===== src/rtl/fetch_unit.sv =====
// fetch_unit: instruction-fetch stage between the PC and decode.
//
// Issues instruction-memory reads at the current PC. Each returned
// instruction is pushed, together with its PC+4, into a small skid FIFO
// that feeds decode. pc_adv tells the PC to step after an accepted fetch,
// or to load its redirect target on a flush. Once halt is seen, fetch
// stops for good; only reset restarts it.
//
// Ports:
//   CLK         in   1   clock, rising edge
//   RST         in   1   asynchronous active-high reset
//   cpc         in   32  current PC
//   pc_plus     in   32  cpc + 4
//   imemREN     out  1   instruction memory read enable
//   imemaddr    out  32  instruction memory address (always cpc)
//   imemload    in   32  instruction data, valid with ihit
//   ihit        in   1   instruction memory response valid
//   flush       in   1   redirect: discard queued and in-flight work
//   halt        in   1   decode saw HALT at the FIFO head
//   stall       in   1   decode cannot accept this cycle
//   pc_adv      out  1   PC advance/redirect strobe
//   if_valid    out  1   FIFO head holds a valid instruction
//   if_instr    out  32  instruction at FIFO head (0 when empty)
//   if_pc_plus  out  32  PC+4 of FIFO head (0 when empty)
module fetch_unit #(
    parameter int DEPTH = 2
) (
    input  logic        CLK,
    input  logic        RST,
    input  logic [31:0] cpc,
    input  logic [31:0] pc_plus,
    output logic        imemREN,
    output logic [31:0] imemaddr,
    input  logic [31:0] imemload,
    input  logic        ihit,
    input  logic        flush,
    input  logic        halt,
    input  logic        stall,
    output logic        pc_adv,
    output logic        if_valid,
    output logic [31:0] if_instr,
    output logic [31:0] if_pc_plus
);
    // A one-entry FIFO still needs a 1-bit pointer; it simply never leaves 0.
    localparam int PW = (DEPTH > 1) ? $clog2(DEPTH) : 1;
    localparam int CW = $clog2(DEPTH) + 1;
    localparam logic [PW-1:0] LAST = PW'(DEPTH - 1);
    localparam logic [CW-1:0] FULL = CW'(DEPTH);

    typedef enum logic {FETCH, HALTED} state_t;

    state_t        state;
    logic [PW-1:0] head;
    logic [PW-1:0] tail;
    logic [CW-1:0] count;
    logic [31:0]   instr_q [DEPTH];
    logic [31:0]   pcp_q   [DEPTH];
    logic          fetching;
    logic          enq;
    logic          deq;
    logic          clear;

    function automatic logic [PW-1:0] nxt(input logic [PW-1:0] p);
        return (p == LAST) ? '0 : p + 1'b1;
    endfunction

    // Gating with RST keeps the strobes low for the whole reset pulse, not
    // just after the state registers have cleared.
    assign fetching   = (state == FETCH) & !RST;
    assign imemaddr   = cpc;
    assign imemREN    = fetching & (count < FULL) & !halt;
    assign enq        = imemREN & ihit & !flush;
    assign deq        = fetching & if_valid & !stall & !flush;
    // halt beats flush: a halting decode keeps its queued HALT at the head.
    assign clear      = fetching & flush & !halt;
    assign pc_adv     = enq | (fetching & flush);
    assign if_valid   = (count != '0);
    assign if_instr   = if_valid ? instr_q[head] : '0;
    assign if_pc_plus = if_valid ? pcp_q[head] : '0;

    always_ff @(posedge CLK or posedge RST) begin
        if (RST) begin
            state <= FETCH;
            head  <= '0;
            tail  <= '0;
            count <= '0;
        end else begin
            if (state == FETCH && halt)
                state <= HALTED;
            if (clear) begin
                head  <= '0;
                tail  <= '0;
                count <= '0;
            end else begin
                if (enq)
                    tail <= nxt(tail);
                if (deq)
                    head <= nxt(head);
                count <= count + CW'(enq) - CW'(deq);
            end
        end
    end

    // Storage needs no reset: entries are only visible while count != 0.
    always_ff @(posedge CLK) begin
        if (enq) begin
            instr_q[tail] <= imemload;
            pcp_q[tail]   <= pc_plus;
        end
    end
endmodule

===== config.mk =====
export PLATFORM = sky130hd
export DESIGN_NAME = fetch_unit
export DESIGN_NICKNAME = d
export VERILOG_FILES = /design/src/rtl/fetch_unit.sv
export SDC_FILE = /design/constraint.sdc
export NUM_CORES = 1
export LEC_CHECK = 0
export BUFFER_PORTS_ARGS = -buffer_cell sky130_fd_sc_hd__buf_2
export CAP_MARGIN = 20
export CORE_MARGIN = 10
export CORE_UTILIZATION = 49
export DETAILED_ROUTE_END_ITERATION = 16
export GPL_TIMING_DRIVEN = 0
export PLACE_DENSITY = 0.79
export REMOVE_ABC_BUFFERS = 1
export SLEW_MARGIN = 20
export SYNTH_ARGS = -nofsm -noshare
export SYNTH_HDL_FRONTEND = slang
export SYNTH_SLANG_ARGS = --single-unit

===== constraint.sdc =====
create_clock -name CLK -period 5.5 [get_ports CLK]
set_input_delay 0.275 -clock CLK [delete_from_list [all_inputs] [get_ports CLK]]
set_output_delay 0.275 -clock CLK [all_outputs]
set_load 0.03 [all_outputs]

# Yosys cells after proc, flatten, opt, wreduce, memory -nomap -nowiden
# Memories as Yosys holds them, arrays and structs flattened.
# Index checks and enable logic that the tools add are counted.
[totals]
ram_bits = 128
regBits = 5
input_bits = 102
n_memories = 2
wordCells = 42
rom_bits = 0
latchBits = 0
out_inout_bits = 99
[op_classes]
n_mux = 11
addsub = 4
magnitude_cmp = 1
n_shift = 0
reduce_logical = 8
eq_ne = 0
bitwise = 12
div_mod_pow = 0
multipliers = 0
[memory_table]
columns = ["name", "words", "width", "rd", "rd_ports_with_merged_regs", "write_ports", "line", "source"]
rows = [
  ["instr_q", 2, 32, 1, 0, 1, "56", "logic [31:0] instr_q [DEPTH];"],
  ["pcp_q", 2, 32, 1, 0, 1, "57", "logic [31:0] pcp_q [DEPTH];"],
]
[ops]
columns = ["op", "n"]
rows = [
  ["two-way mux 32 bit", 2],
  ["bitwise AND 1 bit", 10],
  ["two-way mux 1 bit", 8],
  ["nonzero test 2 bit", 3],
  ["zero test 1 bit", 4],
  ["adder 1 bit, second input constant", 2],
  ["adder 2 x 1 -> 2 bit", 1],
  ["less-than comparator 2 bit, second input constant", 1],
  ["two-way mux 2 bit", 1],
  ["subtractor 2 x 1 -> 2 bit", 1],
  ["logical AND 1 bit", 1],
  ["NOT 1 bit", 1],
  ["OR 1 bit", 1],
]

# Depth between registers and ports, before layout
# Gate-level depths: netlist (run 1).
[logic_depth]
word_depth = 9
depth_mapped = 10
ltp_nobuf = 10

# Worst setup path after synthesis (run 1)
# Ideal clock, no wire load.
[synth_path]
path_kind = "register to register"
start = "register state"
end = "memory instr_q[0][0], enable pin"
synth_period_minus_slack_ps = 4322
path_buffers = 0
setup_ps = 486
arrival_ps = 3836
required_ps = 5014
slack_ps = 1178
path_stages_with_launch = 5
cell_sequence = "dfrtp_1 or3_4 nor4b_4 inv_2 nor2_1"
[synth_via]
elab_chain_len = 8
[synth_lines]
columns = ["element", "line", "source"]
rows = [
  ["from (decl)", "52", "state_t state;"],
  ["from (signal assigned)", "83", "state <= FETCH;"],
  ["from (signal assigned)", "89", "state <= HALTED;"],
  ["NOT 1 bit", "69", "assign fetching = (state == FETCH) & !RST;"],
  ["bitwise AND 1 bit", "69", ""],
  ["bitwise AND 1 bit (2 in a row)", "71", "assign imemREN = fetching & (count < FULL) & !halt;"],
  ["bitwise AND 1 bit (2 in a row)", "72", "assign enq = imemREN & ihit & !flush;"],
  ["two-way mux 1 bit", "106", "if (enq) begin"],
  ["two-way mux 1 bit (implied by the code)", "107", "instr_q[tail] <= imemload;"],
  ["to (decl)", "56", ""],
]
# Every way passes these cells.

# Worst setup path after layout (run 1)
[layout_path]
start = "register count[1]"
end = "register count[1]"
[layout_via]
elab_chain_len = 8
word_cells_on_any_way = 12
classes_between = "add/sub: 2; order compare: 1; mux: 1; bitwise: 7; reduce/logical: 1"
[layout_lines]
columns = ["element", "line", "source"]
rows = [
  ["from (decl)", "55", "logic [CW-1:0] count;"],
  ["from (signal assigned)", "99", "count <= count + CW'(enq) - CW'(deq);"],
  ["less-than comparator 2 bit", "71", ""],
  ["bitwise AND 1 bit (2 in a row)", "71", ""],
  ["bitwise AND 1 bit (2 in a row)", "72", ""],
  ["adder 2 x 1 -> 2 bit", "99", ""],
  ["subtractor 2 x 1 -> 2 bit (*)", "99", ""],
  ["two-way mux 2 bit (*)", "90", "if (clear) begin"],
]
# Mark *: on every way between the ends. The rest lies on a longest branch, timed or not.
# A chain may end at the register's enable or synchronous reset.

==> reports/results.tsv, run 1 <==
metric	value	unit
antenna_found_initial	0	
cts_buffers	17	
hold_depth	3	
pre_cts_ws	2.99	ns
core_area	10800	µm²
drv_slew	0	
avgSynthCellArea	15.9	µm²
drt_iter0_drc	142	
reg2reg_slack	2.99	ns
cp-start-kind	flip-flop	
r2r-end	count[1]$_DFF_PP0_	
row_count	38	
dr_total_vias	3334	
synth_xor_area_frac	0.00326	
peakVddDrop	0.000209	V
drt_pre_antenna_iters	7	
rr_worst_depth	11	
synth_top_area_frac	0.716	
crit_fanout	27	
synth_area	5370	µm²
multi_input_area	1090	µm²
track_usage	0.164	
post-cts-setup-buffers	0	
grt.overflow.total	0	
yosys.area_share.simple	0.0671	
post-route-util	0.677	
status	complete, no violations	
power.internal	1870	µW
clockPowerShare	0.453	
gp_congestion	0.767	
synth_top_family_by_area	multiplexers	
post-route-min-period	2.51	ns
power_frac_comb	0.074	
routed_via_density	4.97	
drive_above_1_share	0.333	
cts_tree	done	
cts_root_buf	clkbuf_8	
initial_core_util	0.497	
post_cts_resized	0	
first_global_vias	3607	
endpoint_kind	flip-flop	
hold_class	primary input to flip-flop	
ff_latch_area	3970	µm²
ys_types	24	
fillers	744	
hold_violations	0	
syn_inst	338	
post-route-period-util	0.456	
finalSetupViolations	0	
ctsHtreeMaxLevel	4	
die_area	15500	µm²
worstSkewPairLatency	0.51	ns
rsz0062_at_grt	false	
synthMuxAreaShare	0.121	
drc_errors	0	
path_class	flip-flop to flip-flop	
p_total	2350	µW
diodes	0	
fmax	0.399	GHz
wl	12800	µm
synth-compound-area-share	0.00443	
arrival	2.91	ns
synthAdderAreaFrac	0.00466	
cts_hold_buf	66	
hold_start	stall	
cp_data_required_time	5.90	ns
ys_seq_elements	133	
ys_seq_area_frac	0.739	
wl_per_cell	19.1	µm
port_buffers	136	
dp_hpwl	8440	µm
io_pins	201	
synth_top_cell_by_area	edfxtp_1	
ant_nets	0	
yosys_warnings	0	
nets	622	
hold-path-endpoint	head$_DFFE_PP0P_	
crit_chain	nor2_4 > buf_16 > inv_1 > nand3b_1 > nor2_1 > ha_1 > inv_1 > ha_1 > xnor2_1 > xnor2_1 > and2_1	
worstMarginPinSlew	0.670	ns
die_h	125	µm
r2r_start	count[1]$_DFF_PP0_	
slowest_delay	0.52	ns
die_x	125	µm
cts.reportedPaths.clkPinSlew	0.06	ns
syn_to_final_growth	36.2	%
drv_cap	0	
powerDensity	322	nW/µm²
p_sw_frac	0.205	
layout_setup_ws	2.99	ns
skew	0.00686	ns
grt_max_degree	39	
clock-sinks	133	
p_switching	482	µW
timing.hold.ws	0.0810	ns
ys_top_cells_by_area	edfxtp_1 (72%), mux2i_1 (12%), nor2_1 (4.8%)	
cp_slowest_cell	nor2_4	
grt_pass1_wl	19800	µm
leakage	0.00333	µW
power_frac_seq	0.473	
clk_path_buf_depth	2	
slew_headroom	0.552	
## layout make-up
cell class              instances  share of cell area
clock buffers                  21              0.0587
clock inverters                11              0.0183
inverters                       4             0.00205
multi-input cells             154               0.150
flip-flops and latches        133               0.543
well taps                     140              0.0240
repair buffers                208               0.204
## worst max-delay path by stage
| stage | startpoint | endpoint | cells past startpoint |
|---|---|---|---|
| floorplan | count[1]$_DFF_PP0_ | count[1]$_DFF_PP0_ | 10 |
| global placement | state$_DFFE_PP0P_ | instr_q[0][17]$_DFFE_PP_ | 4 |
| detailed placement | count[1]$_DFF_PP0_ | count[1]$_DFF_PP0_ | 11 |
| CTS | count[1]$_DFF_PP0_ | count[1]$_DFF_PP0_ | 11 |
| global route | count[1]$_DFF_PP0_ | count[1]$_DFF_PP0_ | 11 |
| finish | count[1]$_DFF_PP0_ | count[1]$_DFF_PP0_ | 11 |
## cell usage after synthesis
cell      number
or3_4          1
a211o_2        1
or4b_1         1
edfxtp_1     128
clkbuf_1       4
nor2b_1        1
buf_4         32
nand3b_1       1
inv_2          1
nor2_1        68
ha_1           2
mux2i_1       65
o21ai_0        1
nor4b_4        1
nor4_1         1
dfrtp_1        5
and2_1         3
nand2_1        4
xnor2_1        2
o311ai_0       1
buf_1          3
inv_1          3
or2_2          1
buf_2          8
## layer usage
metal  wire, µm  GRT usage  vias up
met5          0     0.0131        -
met4        105     0.0480        0
met3       1290     0.0945       12
met2       6360      0.256      144
met1       5050      0.185     1622
li1           -          -     1556
## cells by family (layout without fill, tap and decap cells)
kind of cell / after synthesis / in the layout
flip-flops: 133 / 133
XOR/XNOR: 2 / 2
AND/OR/NAND/NOR: 82 / 82
multiplexers: 65 / 65
AO/OA/AOI/OAI: 3 / 3
buffers and inverters: 51 / 244
adder cells (fa/ha/maj): 2 / 2
## power groups by stage
stage | combinational [µW] | sequential, µW | clock [µW]
detailed placement | 137 | 1130 | 0
CTS | 174 | 1110 | 1090
global placement | 127 | 1130 | 0
finish | 174 | 1110 | 1070
global route | 187 | 1110 | 1140
floorplan | 65.6 | 1130 | 0
## sequential cells by signal (all words and copies together) (netlist names)
signal and cells:
count 2, head 1, instr_q 64, pcp_q 64, state 1, tail 1
## cells in the final DEF (no fill, tap or decap), drive strengths merged
cell type,instances
nor2,68
clkinvlp,1
inv,4
or4b,1
xnor2,2
buf,142
edfxtp,128
dlygate4sd3,66
clkbuf,21
and2,3
o311ai,1
o21ai,1
dfrtp,5
bufinv,3
clkinv,7
nand3b,1
or2,1
nor4b,1
nor2b,1
nor4,1
nand2,4
a211o,1
ha,2
or3,1
mux2i,65
## through the flow
step	setup TNS [ns]	cell area, µm²	std cells
floorplan	0	5060	291
global placement	-13.86	5920	567
detailed placement	0	6090	573
CTS	0	7310	671
global route	0	7310	671
finish	0	7310	671
## worst max-delay path, delay by kind of cell (launching register included)
family / cells / cell delay (ns)
xor+xnor: 2 / 0.27
fa+ha+maj: 2 / 0.46
buf+inv: 3 / 0.35
flops: 1 / 0.48
simple gates: 4 / 0.84
No activity file was read; power rests on OpenSTA's default activity.
==> run 2, diff against run 1 <==
Settings changed: CORE_UTILIZATION 49 to 44, PLACE_DENSITY 0.79 to 0.75.
Clock period 5.5 ns to 2.2 ns, I/O delays scaled along.
==> reports/results.tsv, run 2 (synthesized netlist as in run 1, its figures left out) <==
metric	value	unit
tns	0	ns
timing.hold.ws	0.0417	ns
drive_above_1_share	0.356	
drv_cap	0	
placed_cell_area	6070	µm²
gp_congestion	0.707	
crit_fanout	3	
die_x	130	µm
cp_data_required_time	2.49	ns
reg2reg_slack	0.06	ns
first_global_vias	3650	
fmax	0.467	GHz
nets	633	
wl	13500	µm
worstSkewPairLatency	0.41	ns
routed_via_density	4.81	
arrival	2.43	ns
clk_path_buf_depth	2	
ant_nets	0	
layout_commonest_cell	buf_2	
rr_worst_depth	9	
initial_core_util	0.449	
hold_depth	3	
cts.reportedPaths.clkPinSlew	0.05	ns
skew	0.00864	ns
post-route-min-period	2.14	ns
drv_slew	0	
die_h	130	µm
track_usage	0.155	
die_area	17000	µm²
diodes	0	
cts_buffers	17	
crit_start	state$_DFFE_PP0P_	
reg_top3	instr_q (64), pcp_q (64), count (2)	
cts_tree	done	
cts_root_buf	clkbuf_16	
drc_errors	0	
layout.cells.non_filler	689	
antenna_found_initial	0	
hold-path-endpoint	head$_DFFE_PP0P_	
r2r_start	state$_DFFE_PP0P_	
peakVddDrop	0.000636	V
dp_hpwl	8450	µm
worstMarginPinSlew	0.421	ns
cp-start-kind	flip-flop	
final_cell_mix	buf_2 (134), edfxtp_1 (128), nor2_1 (66), dlygate4sd3_1 (66), mux2i_1 (65)	
clock-sinks	133	
post-route-period-util	0.972	
leakage	0.00339	µW
dr_total_vias	3317	
drt_iter0_drc	152	
grt_max_degree	35	
hold_violations	0	
port_buffers	136	
wl_per_cell	19.6	µm
r2r-end	count[1]$_DFF_PP0_	
hold_class	primary input to flip-flop	
powerDensity	779	nW/µm²
ctsHtreeMaxLevel	4	
grt.overflow.total	0	
dp.cells	580	
status	complete, no violations	
design_area	7430	µm²
row_count	40	
endpoint_kind	flip-flop	
slew_headroom	0.716	
path_class	flip-flop to flip-flop	
grt_pass1_wl	19500	µm
syn_to_final_growth	38.4	%
io_pins	201	
finalSetupViolations	0	
drt_pre_antenna_iters	5	
hold_start	stall	
core_area	12000	µm²
run 2: cell types whose count changed in the layout (fill, tap and decap cells not counted), moves of 3 or more:
cell / before / now
buf_12: 2 / 5
buf_4: 0 / 10
bufinv_16: 3 / 0
clkbuf_8: 1 / 6
run 2: critical path: stages (launching register included):
cell and delay (ns):
dfrtp_1 0.39, or3_4 0.34, nor4b_4 0.30, inv_2 0.10, ha_4 0.27, inv_1 0.04, ha_2 0.17, xnor2_2 0.14
xnor2_1 0.12, and2_1 0.16
run 2: worst max path at each step:
stage	end	slack, ns
after floorplan	count[1]$_DFF_PP0_	-2.24
after global placement	instr_q[0][9]$_DFFE_PP_	-3.54
after detailed placement	count[1]$_DFF_PP0_	-0.11
after CTS	count[1]$_DFF_PP0_	0.02
after global routing	count[1]$_DFF_PP0_	-0.01
final	count[1]$_DFF_PP0_	0.06
run 2: cell type report:
class | count | area (µm²)
Multi-Input combinational cell | 155 | 1120
Inverter | 4 | 15.0
Clock inverter | 4 | 20.0
Fill cell | 865 | 4530
Tap cell | 147 | 184
Clock buffer | 28 | 527
Timing Repair Buffer | 218 | 1590
Sequential cell | 133 | 3970
run 2: per-stage QoR:
step / utilization / setup WS [ns] / total power, µW
3_3_place_gp: 0.495 / -3.54 / 3150
2_1_floorplan: - / -2.24 / 3000
6_report: 0.621 / 0.0608 / 5790
3_5_place_dp: 0.508 / -0.106 / 3170
5_1_grt: 0.621 / -0.0138 / 5990
4_1_cts: 0.615 / 0.0222 / 5830
run 2: power by group:
| part | total [µW] | leakage [µW] | switching [µW] | internal [µW] |
|---|---|---|---|---|
| Combinational | 442 | 0.00191 | 249 | 193 |
| Sequential | 2780 | 0.00121 | 4.77 | 2780 |
| Clock | 2560 | 0.000274 | 947 | 1610 |
| Total | 5790 | 0.00339 | 1200 | 4590 |
run 2: repair_timing:
action	4_1_cts	5_1_grt
hold buffers	66	0
gates resized for setup	1	3
endpoints found under the setup margin	87	35
hold endpoints to repair	134	0
pin swaps	3	3
buffers inserted	6	5
cloned	0	2
run 2: per-layer routing:
layer	up-vias	global-route usage	wire length, µm
li1	1581	-	-
met1	1582	0.174	5320
met2	139	0.245	6760
met3	15	0.0862	1300
met4	0	0.0491	143
met5	-	0.0154	0
